## config.mk

```make
export PLATFORM = sky130hd
export DESIGN_NAME = cla_adder_bist
export DESIGN_NICKNAME = d
export VERILOG_FILES = /design/src/rtl/cla_adder_bist_pkg.sv /design/src/rtl/cla_adder_bist_cla.sv /design/src/rtl/cla_adder_bist.sv
export SDC_FILE = /design/constraint.sdc
export NUM_CORES = 1
export LEC_CHECK = 0
export BUFFER_PORTS_ARGS = -buffer_cell sky130_fd_sc_hd__clkbuf_2
export CAP_MARGIN = 40
export CORE_MARGIN = 5
export CORE_UTILIZATION = 58
export DETAILED_ROUTE_END_ITERATION = 12
export PLACE_DENSITY = 0.91
export SLEW_MARGIN = 20
export SYNTH_ARGS = -nofsm -noshare
export SYNTH_HDL_FRONTEND = slang
export SYNTH_SLANG_ARGS = --single-unit
```

## constraint.sdc

```tcl
create_clock -name clk -period 3.8 [get_ports clk]
set_clock_uncertainty 0.15 [all_clocks]
set_input_delay 0.57 -clock clk [delete_from_list [all_inputs] [get_ports clk]]
set_output_delay 0.57 -clock clk [all_outputs]
set_load 0.05 [all_outputs]
```

## src/rtl/cla_adder_bist_pkg.sv

```systemverilog
// Shared definitions for the CLA adder self-test: FSM encoding, sweep
// sizing constants and the layout of the {a,b,cin} vector.
package cla_adder_bist_pkg;

    // Sweep controller states
    typedef enum logic [1:0] {
        IDLE  = 2'd0,
        RUN   = 2'd1,
        DRAIN = 2'd2,
        DONE  = 2'd3
    } state_e;

    // Exhaustive sweep of 4-bit a, 4-bit b and cin
    localparam int NUM_VEC_DEFAULT = 512;

    // Width of the mismatch counter and its saturation value
    localparam int             ERR_W   = 10;
    localparam logic [ERR_W-1:0] ERR_MAX = '1;

    // Vector index width and operand/result widths
    localparam int VEC_W  = 9;
    localparam int OPND_W = 4;
    localparam int SUM_W  = 5;

    // Field offsets inside the vector index {a[3:0], b[3:0], cin}
    localparam int CIN_OFS = 0;
    localparam int B_OFS   = 1;
    localparam int A_OFS   = 5;

endpackage

```

## src/rtl/cla_adder_bist_cla.sv

```systemverilog
// 4-bit carry-look-ahead adder. Carries are produced directly from the
// generate/propagate terms so no carry ripples between bit positions.
module carry_look_ahead_adder (
    input  logic [3:0] a,
    input  logic [3:0] b,
    input  logic       cin,
    output logic [3:0] sum,
    output logic       cout
);

    logic [3:0] gen;
    logic [3:0] prop;
    logic [4:0] carry;

    // Per-bit generate/propagate, flattened look-ahead carries and sum bits
    always_comb begin
        gen   = a & b;
        prop  = a ^ b;
        carry[0] = cin;
        carry[1] = gen[0] | (prop[0] & cin);
        carry[2] = gen[1] | (prop[1] & gen[0]) | (prop[1] & prop[0] & cin);
        carry[3] = gen[2] | (prop[2] & gen[1]) | (prop[2] & prop[1] & gen[0])
                 | (prop[2] & prop[1] & prop[0] & cin);
        carry[4] = gen[3] | (prop[3] & gen[2]) | (prop[3] & prop[2] & gen[1])
                 | (prop[3] & prop[2] & prop[1] & gen[0])
                 | (prop[3] & prop[2] & prop[1] & prop[0] & cin);
        sum  = prop ^ carry[3:0];
        cout = carry[4];
    end

endmodule

```

## src/rtl/cla_adder_bist.sv

```systemverilog
// Built-in self-test for the 4-bit CLA adder. Walks every {a,b,cin}
// combination through the adder, captures each result one cycle later and
// compares it against a behavioural sum, tracking how many vectors failed
// and which one failed first.
module cla_adder_bist
    import cla_adder_bist_pkg::*;
#(
    parameter int NUM_VEC = NUM_VEC_DEFAULT
) (
    input  logic             clk,
    input  logic             rst,
    input  logic             start,
    input  logic             inject_fault,
    output logic             busy,
    output logic             done,
    output logic             pass,
    output logic [ERR_W-1:0] err_count,
    output logic             first_fail_valid,
    output logic [VEC_W-1:0] first_fail_vec
);

    localparam logic [VEC_W-1:0] LAST_VEC = VEC_W'(NUM_VEC - 1);

    state_e             state_q, state_d;
    logic [VEC_W-1:0]   vec_q, vec_d;
    logic               cap_valid_q, cap_valid_d;
    logic [VEC_W-1:0]   cap_vec_q, cap_vec_d;
    logic [SUM_W-1:0]   cap_sum_q, cap_sum_d;
    logic [ERR_W-1:0]   err_count_q, err_count_d;
    logic               ffv_q, ffv_d;
    logic [VEC_W-1:0]   ffvec_q, ffvec_d;

    logic               accept_start;
    logic [OPND_W-1:0]  op_a;
    logic [OPND_W-1:0]  op_b;
    logic               op_cin;
    logic [OPND_W-1:0]  adder_sum;
    logic               adder_cout;
    logic [SUM_W-1:0]   expected_sum;
    logic               mismatch;

    // Adder under test is fed straight from the registered vector counter
    assign op_a   = vec_q[A_OFS +: OPND_W];
    assign op_b   = vec_q[B_OFS +: OPND_W];
    assign op_cin = vec_q[CIN_OFS];

    carry_look_ahead_adder u_cla (
        .a    (op_a),
        .b    (op_b),
        .cin  (op_cin),
        .sum  (adder_sum),
        .cout (adder_cout)
    );

    // Reference sum recomputed from the captured vector, and the mismatch flag
    always_comb begin
        expected_sum = {1'b0, cap_vec_q[A_OFS +: OPND_W]}
                     + {1'b0, cap_vec_q[B_OFS +: OPND_W]}
                     + {{(SUM_W-1){1'b0}}, cap_vec_q[CIN_OFS]};
        mismatch     = cap_valid_q && (cap_sum_q != expected_sum);
    end

    // A new sweep may only begin from a finished or idle controller
    assign accept_start = start && ((state_q == IDLE) || (state_q == DONE));

    // Sweep controller next state
    always_comb begin
        state_d = state_q;
        case (state_q)
            IDLE, DONE: begin
                if (accept_start) begin
                    state_d = RUN;
                end
            end
            RUN: begin
                if (vec_q == LAST_VEC) begin
                    state_d = DRAIN;
                end
            end
            DRAIN: begin
                state_d = DONE;
            end
            default: begin
                state_d = IDLE;
            end
        endcase
    end

    // Vector walk, result capture and error bookkeeping
    always_comb begin
        vec_d       = vec_q;
        cap_valid_d = 1'b0;
        cap_vec_d   = cap_vec_q;
        cap_sum_d   = cap_sum_q;
        err_count_d = err_count_q;
        ffv_d       = ffv_q;
        ffvec_d     = ffvec_q;

        // The capture stage is checked whenever it holds a fresh result
        if (mismatch) begin
            if (err_count_q != ERR_MAX) begin
                err_count_d = err_count_q + 1'b1;
            end
            if (!ffv_q) begin
                ffv_d   = 1'b1;
                ffvec_d = cap_vec_q;
            end
        end

        if (accept_start) begin
            vec_d       = '0;
            err_count_d = '0;
            ffv_d       = 1'b0;
            ffvec_d     = '0;
        end else if (state_q == RUN) begin
            // The fault hook corrupts only what is captured this cycle
            cap_valid_d = 1'b1;
            cap_vec_d   = vec_q;
            cap_sum_d   = {adder_cout, adder_sum} ^ {{(SUM_W-1){1'b0}}, inject_fault};
            if (vec_q != LAST_VEC) begin
                vec_d = vec_q + 1'b1;
            end
        end
    end

    // State and datapath registers, cleared asynchronously by rst
    always_ff @(posedge clk or posedge rst) begin
        if (rst) begin
            state_q     <= IDLE;
            vec_q       <= '0;
            cap_valid_q <= 1'b0;
            cap_vec_q   <= '0;
            cap_sum_q   <= '0;
            err_count_q <= '0;
            ffv_q       <= 1'b0;
            ffvec_q     <= '0;
        end else begin
            state_q     <= state_d;
            vec_q       <= vec_d;
            cap_valid_q <= cap_valid_d;
            cap_vec_q   <= cap_vec_d;
            cap_sum_q   <= cap_sum_d;
            err_count_q <= err_count_d;
            ffv_q       <= ffv_d;
            ffvec_q     <= ffvec_d;
        end
    end

    // Status outputs decoded from the controller state
    always_comb begin
        busy             = (state_q == RUN) || (state_q == DRAIN);
        done             = (state_q == DONE);
        pass             = (state_q == DONE) && (err_count_q == '0);
        err_count        = err_count_q;
        first_fail_valid = ffv_q;
        first_fail_vec   = ffvec_q;
    end

endmodule

```

==> run metrics <==
status=complete, no violations; Avg Synthesized Cell Area=10.1 um^2; initial antenna violation count=0; fillers=314; CTS resizes=0; DRC errors left=0; Worst Setup SP=cap_vec_q[0]$_DFFE_PP0P_; Layout area overhead=8.98%; # setup viols final=0; Worst IR Drop VDD=0.710 mV; first-pass GRT wire length=8220 um; Multi-input gate area=0.00120 mm^2; Vias=1840; vias in the first global route=1842; IO Port Bufs=26; post-detailed-route wirelength per cell=15.0 um; # clock sinks=46; worst path cell trace=inv_1 > fa_1 > inv_1 > fa_1 > xor2_1 > a2111oi_2 > a211o_1 > nand3_1 > o21ai_0; setup TNS=0 ns; met3 WL=214 um; WL met1=2310 um; CP max stage cell=a211o_1; FF+latch area=0.00115 mm^2; Post-Synthesis Cells=245; routed wl met2=2170 um; hold_buf cts=0; site row count=23; Synth Area in Adders=9.48%; final worst path period need=2.94 ns; n_diodes=0; Hold Fails Final Rpt=0; GRT Overall Usage=19.1%; worst reg2reg path startpoint=cap_vec_q[0]$_DFFE_PP0P_; Die Wd=75.4 um; top sig layer=met4; synthesized area=0.00248 mm^2; Crit path largest cell delay=0.49 ns; Hold WC Path Type=in2async; Post-DRT Antenna Nets=0; Seq/Total Area, Yosys=46.4%; power after layout=1.75 mW; Post-CTS Setup Bufs=0; die area=0.00569 mm^2; CTS H-tree depth=2; # nets final=291; via/cell ratio=5.75; boundary pin count=27; CTS tree=built; pin count of the biggest net entering global routing=47; initial core utilization=60.7%; Synth Area in XOR/XNOR=6.30%; Final Max Slew Viols=0; post-synthesis register bit count=46; Placer Congestion=0.844; worst slew pin tran=0.765 ns; DIE HEIGHT=75.4 um; Reg clk slew, reported paths=0.08 ns; compound-cell area share of the yosys netlist=13.5%; post-synth cell types=38; DP Wirelength=3350 um; largest family of logic cells by synthesized area=simple AND/OR/NAND/NOR gates; fraction of the mapped netlist area in simple logic gates=14.6%; fmax=340 MHz; RSZ-0062 raised after global routing=no; Setup CP Type=reg2reg; CTS max path bufs=2; Synth Warn #=0; Worst-Skew Late Latency=0.30 ns; Root Buffer=clkbuf_8; syn nets=266; Core ar.=0.00409 mm^2; worst-path fanout max=18; Leak Pwr=1.32 nW; Total Wirelength=4790 um; mux contribution to synthesized area=4.54%; max_cap viols=0; ratio of cells with drive above 1 in the final layout=17.0%; Slew HR=49.0%; Worst EP arrival=3.00 ns; total grt overflow=0; Critical Path Source Type=flop; DR pass1 iterations=4; PD cells=647 mW/mm^2; fin crit share=77.3%; CTS Buf Count=5; Worst Path Required=3.86 ns; drt initial violations=120; crit end category=flop
## sequential cells by signal, summed over array words and instances (netlist names)
name              cells
cap_sum_q             5
vec_q                 9
state_q               2
cap_valid_q           1
first_fail_valid      1
err_count            10
cap_vec_q             9
first_fail_vec        9
## layer usage
metal	track usage, %	vias up
met5	0	-
met4	9.51	0
met3	4.09	9
met2	30.6	44
met1	24.5	879
li1	-	908
## placed cells by master, fill, tap and decap left out, types with 2 or more instances in the layout
| master | n |
|---|---|
| nor2_1 | 14 |
| nor4_1 | 2 |
| or3_1 | 3 |
| inv_1 | 17 |
| ha_1 | 14 |
| nand4_1 | 3 |
| and3_1 | 4 |
| nand3_1 | 15 |
| mux2_2 | 10 |
| dfrtp_1 | 46 |
| a21oi_1 | 18 |
| o31ai_1 | 7 |
| clkbuf_2 | 26 |
| xor2_1 | 8 |
| or4_1 | 3 |
| o21ai_0 | 15 |
| clkbuf_1 | 2 |
| a21o_1 | 4 |
| xnor2_1 | 8 |
| nand2_1 | 24 |
| clkbuf_8 | 5 |
| fa_1 | 3 |
| buf_4 | 2 |
## stage by stage
| stage | hold slack, ns | util (%) | std cells | setup WS [ns] | area [um^2] |
|---|---|---|---|---|---|
| 2_1_floorplan | 0.351 | - | 245 | 1.11 | 2480 |
| 3_5_place_dp | 0.349 | 64.3 | 313 | 0.863 | 2630 |
| 4_1_cts | 0.260 | 66.2 | 320 | 0.848 | 2700 |
| 6_report | 0.235 | 66.2 | 320 | 0.862 | 2700 |
| 5_1_grt | 0.294 | 66.2 | 320 | 0.673 | 2700 |
| 3_3_place_gp | 0.334 | 64.3 | 313 | 0.973 | 2630 |
## Yosys cell counts (all sizes together)
master | number | share of area [%]
o21ai | 15 | 3.0
a211o | 1 | 0.35
dfrtp | 46 | 46
a211oi | 1 | 0.30
a2111oi | 1 | 0.60
o41ai | 1 | 0.35
fa | 3 | 2.4
or3 | 3 | 0.76
o311ai | 1 | 0.35
inv | 18 | 2.7
nand2 | 24 | 3.6
nor2b | 1 | 0.25
nand4 | 3 | 0.76
o211ai | 1 | 0.30
a31oi | 1 | 0.25
buf | 4 | 1.6
or4 | 3 | 0.91
nor4b | 1 | 0.35
nand2b | 1 | 0.25
a311oi | 1 | 0.35
xor2 | 8 | 2.8
clkbuf | 6 | 0.91
mux2 | 10 | 4.5
xnor2 | 9 | 3.5
a21oi | 18 | 3.6
nand3 | 15 | 3.0
nand3b | 1 | 0.30
nor2 | 14 | 2.1
and4b | 1 | 0.40
nor4 | 2 | 0.50
ha | 14 | 7.1
and3 | 4 | 1.0
a21o | 5 | 1.8
o31ai | 7 | 2.1
nand4b | 1 | 0.35
## worst max-delay path, delay by kind of cell, from the launching register on
family	cells	cell delay (ns)
buffers and inverters	2	0.15
flip-flops	1	0.32
XOR/XNOR	1	0.16
adder cells (fa/ha/maj)	2	0.85
AO/OA/AOI/OAI	3	1.08
AND/OR/NAND/NOR	1	0.12
## kinds of logic (layout without fill, tap and decap cells)
| group | count (synthesis) | in the layout |
|---|---|---|
| AND/OR/NAND/NOR | 74 | 74 |
| AO/OA/AOI/OAI | 53 | 53 |
| flip-flops | 46 | 46 |
| buffers and inverters | 28 | 53 |
| adder cells (fa/ha/maj) | 17 | 17 |
| XOR/XNOR | 17 | 17 |
| multiplexers | 10 | 10 |
## worst paths after layout
check                                                     end  slack, ns  cells past startpoint
worst min register to register  first_fail_vec[6]$_DFFE_PP0P_       0.36                      2
worst max register to register  first_fail_vec[3]$_DFFE_PP0P_       0.86                      9
max in group asynchronous            cap_vec_q[4]$_DFFE_PP0P_       2.87                      3
worst max-delay path            first_fail_vec[3]$_DFFE_PP0P_       0.86                      9
min in group clk                first_fail_vec[6]$_DFFE_PP0P_       0.36                      2
worst min-delay path                 err_count[2]$_DFFE_PP0P_       0.24                      3
## area by class of cell
type                       count  share of cell area (%)
clock buffer                   7                    2.82
inverter                      18                    2.50
multi-input combinational    171                    44.4
sequential                    46                    42.6
tap                           50                    2.31
timing repair buffer          28                    5.37
## where the power goes
| part | switching, mW | leakage [nW] | internal (mW) |
|---|---|---|---|
| clock network | 0.157 | 0.0383 | 0.127 |
| registers | 0.0892 | 0.623 | 0.576 |
| logic | 0.554 | 0.661 | 0.247 |
Power figures use the tool's default switching activity.
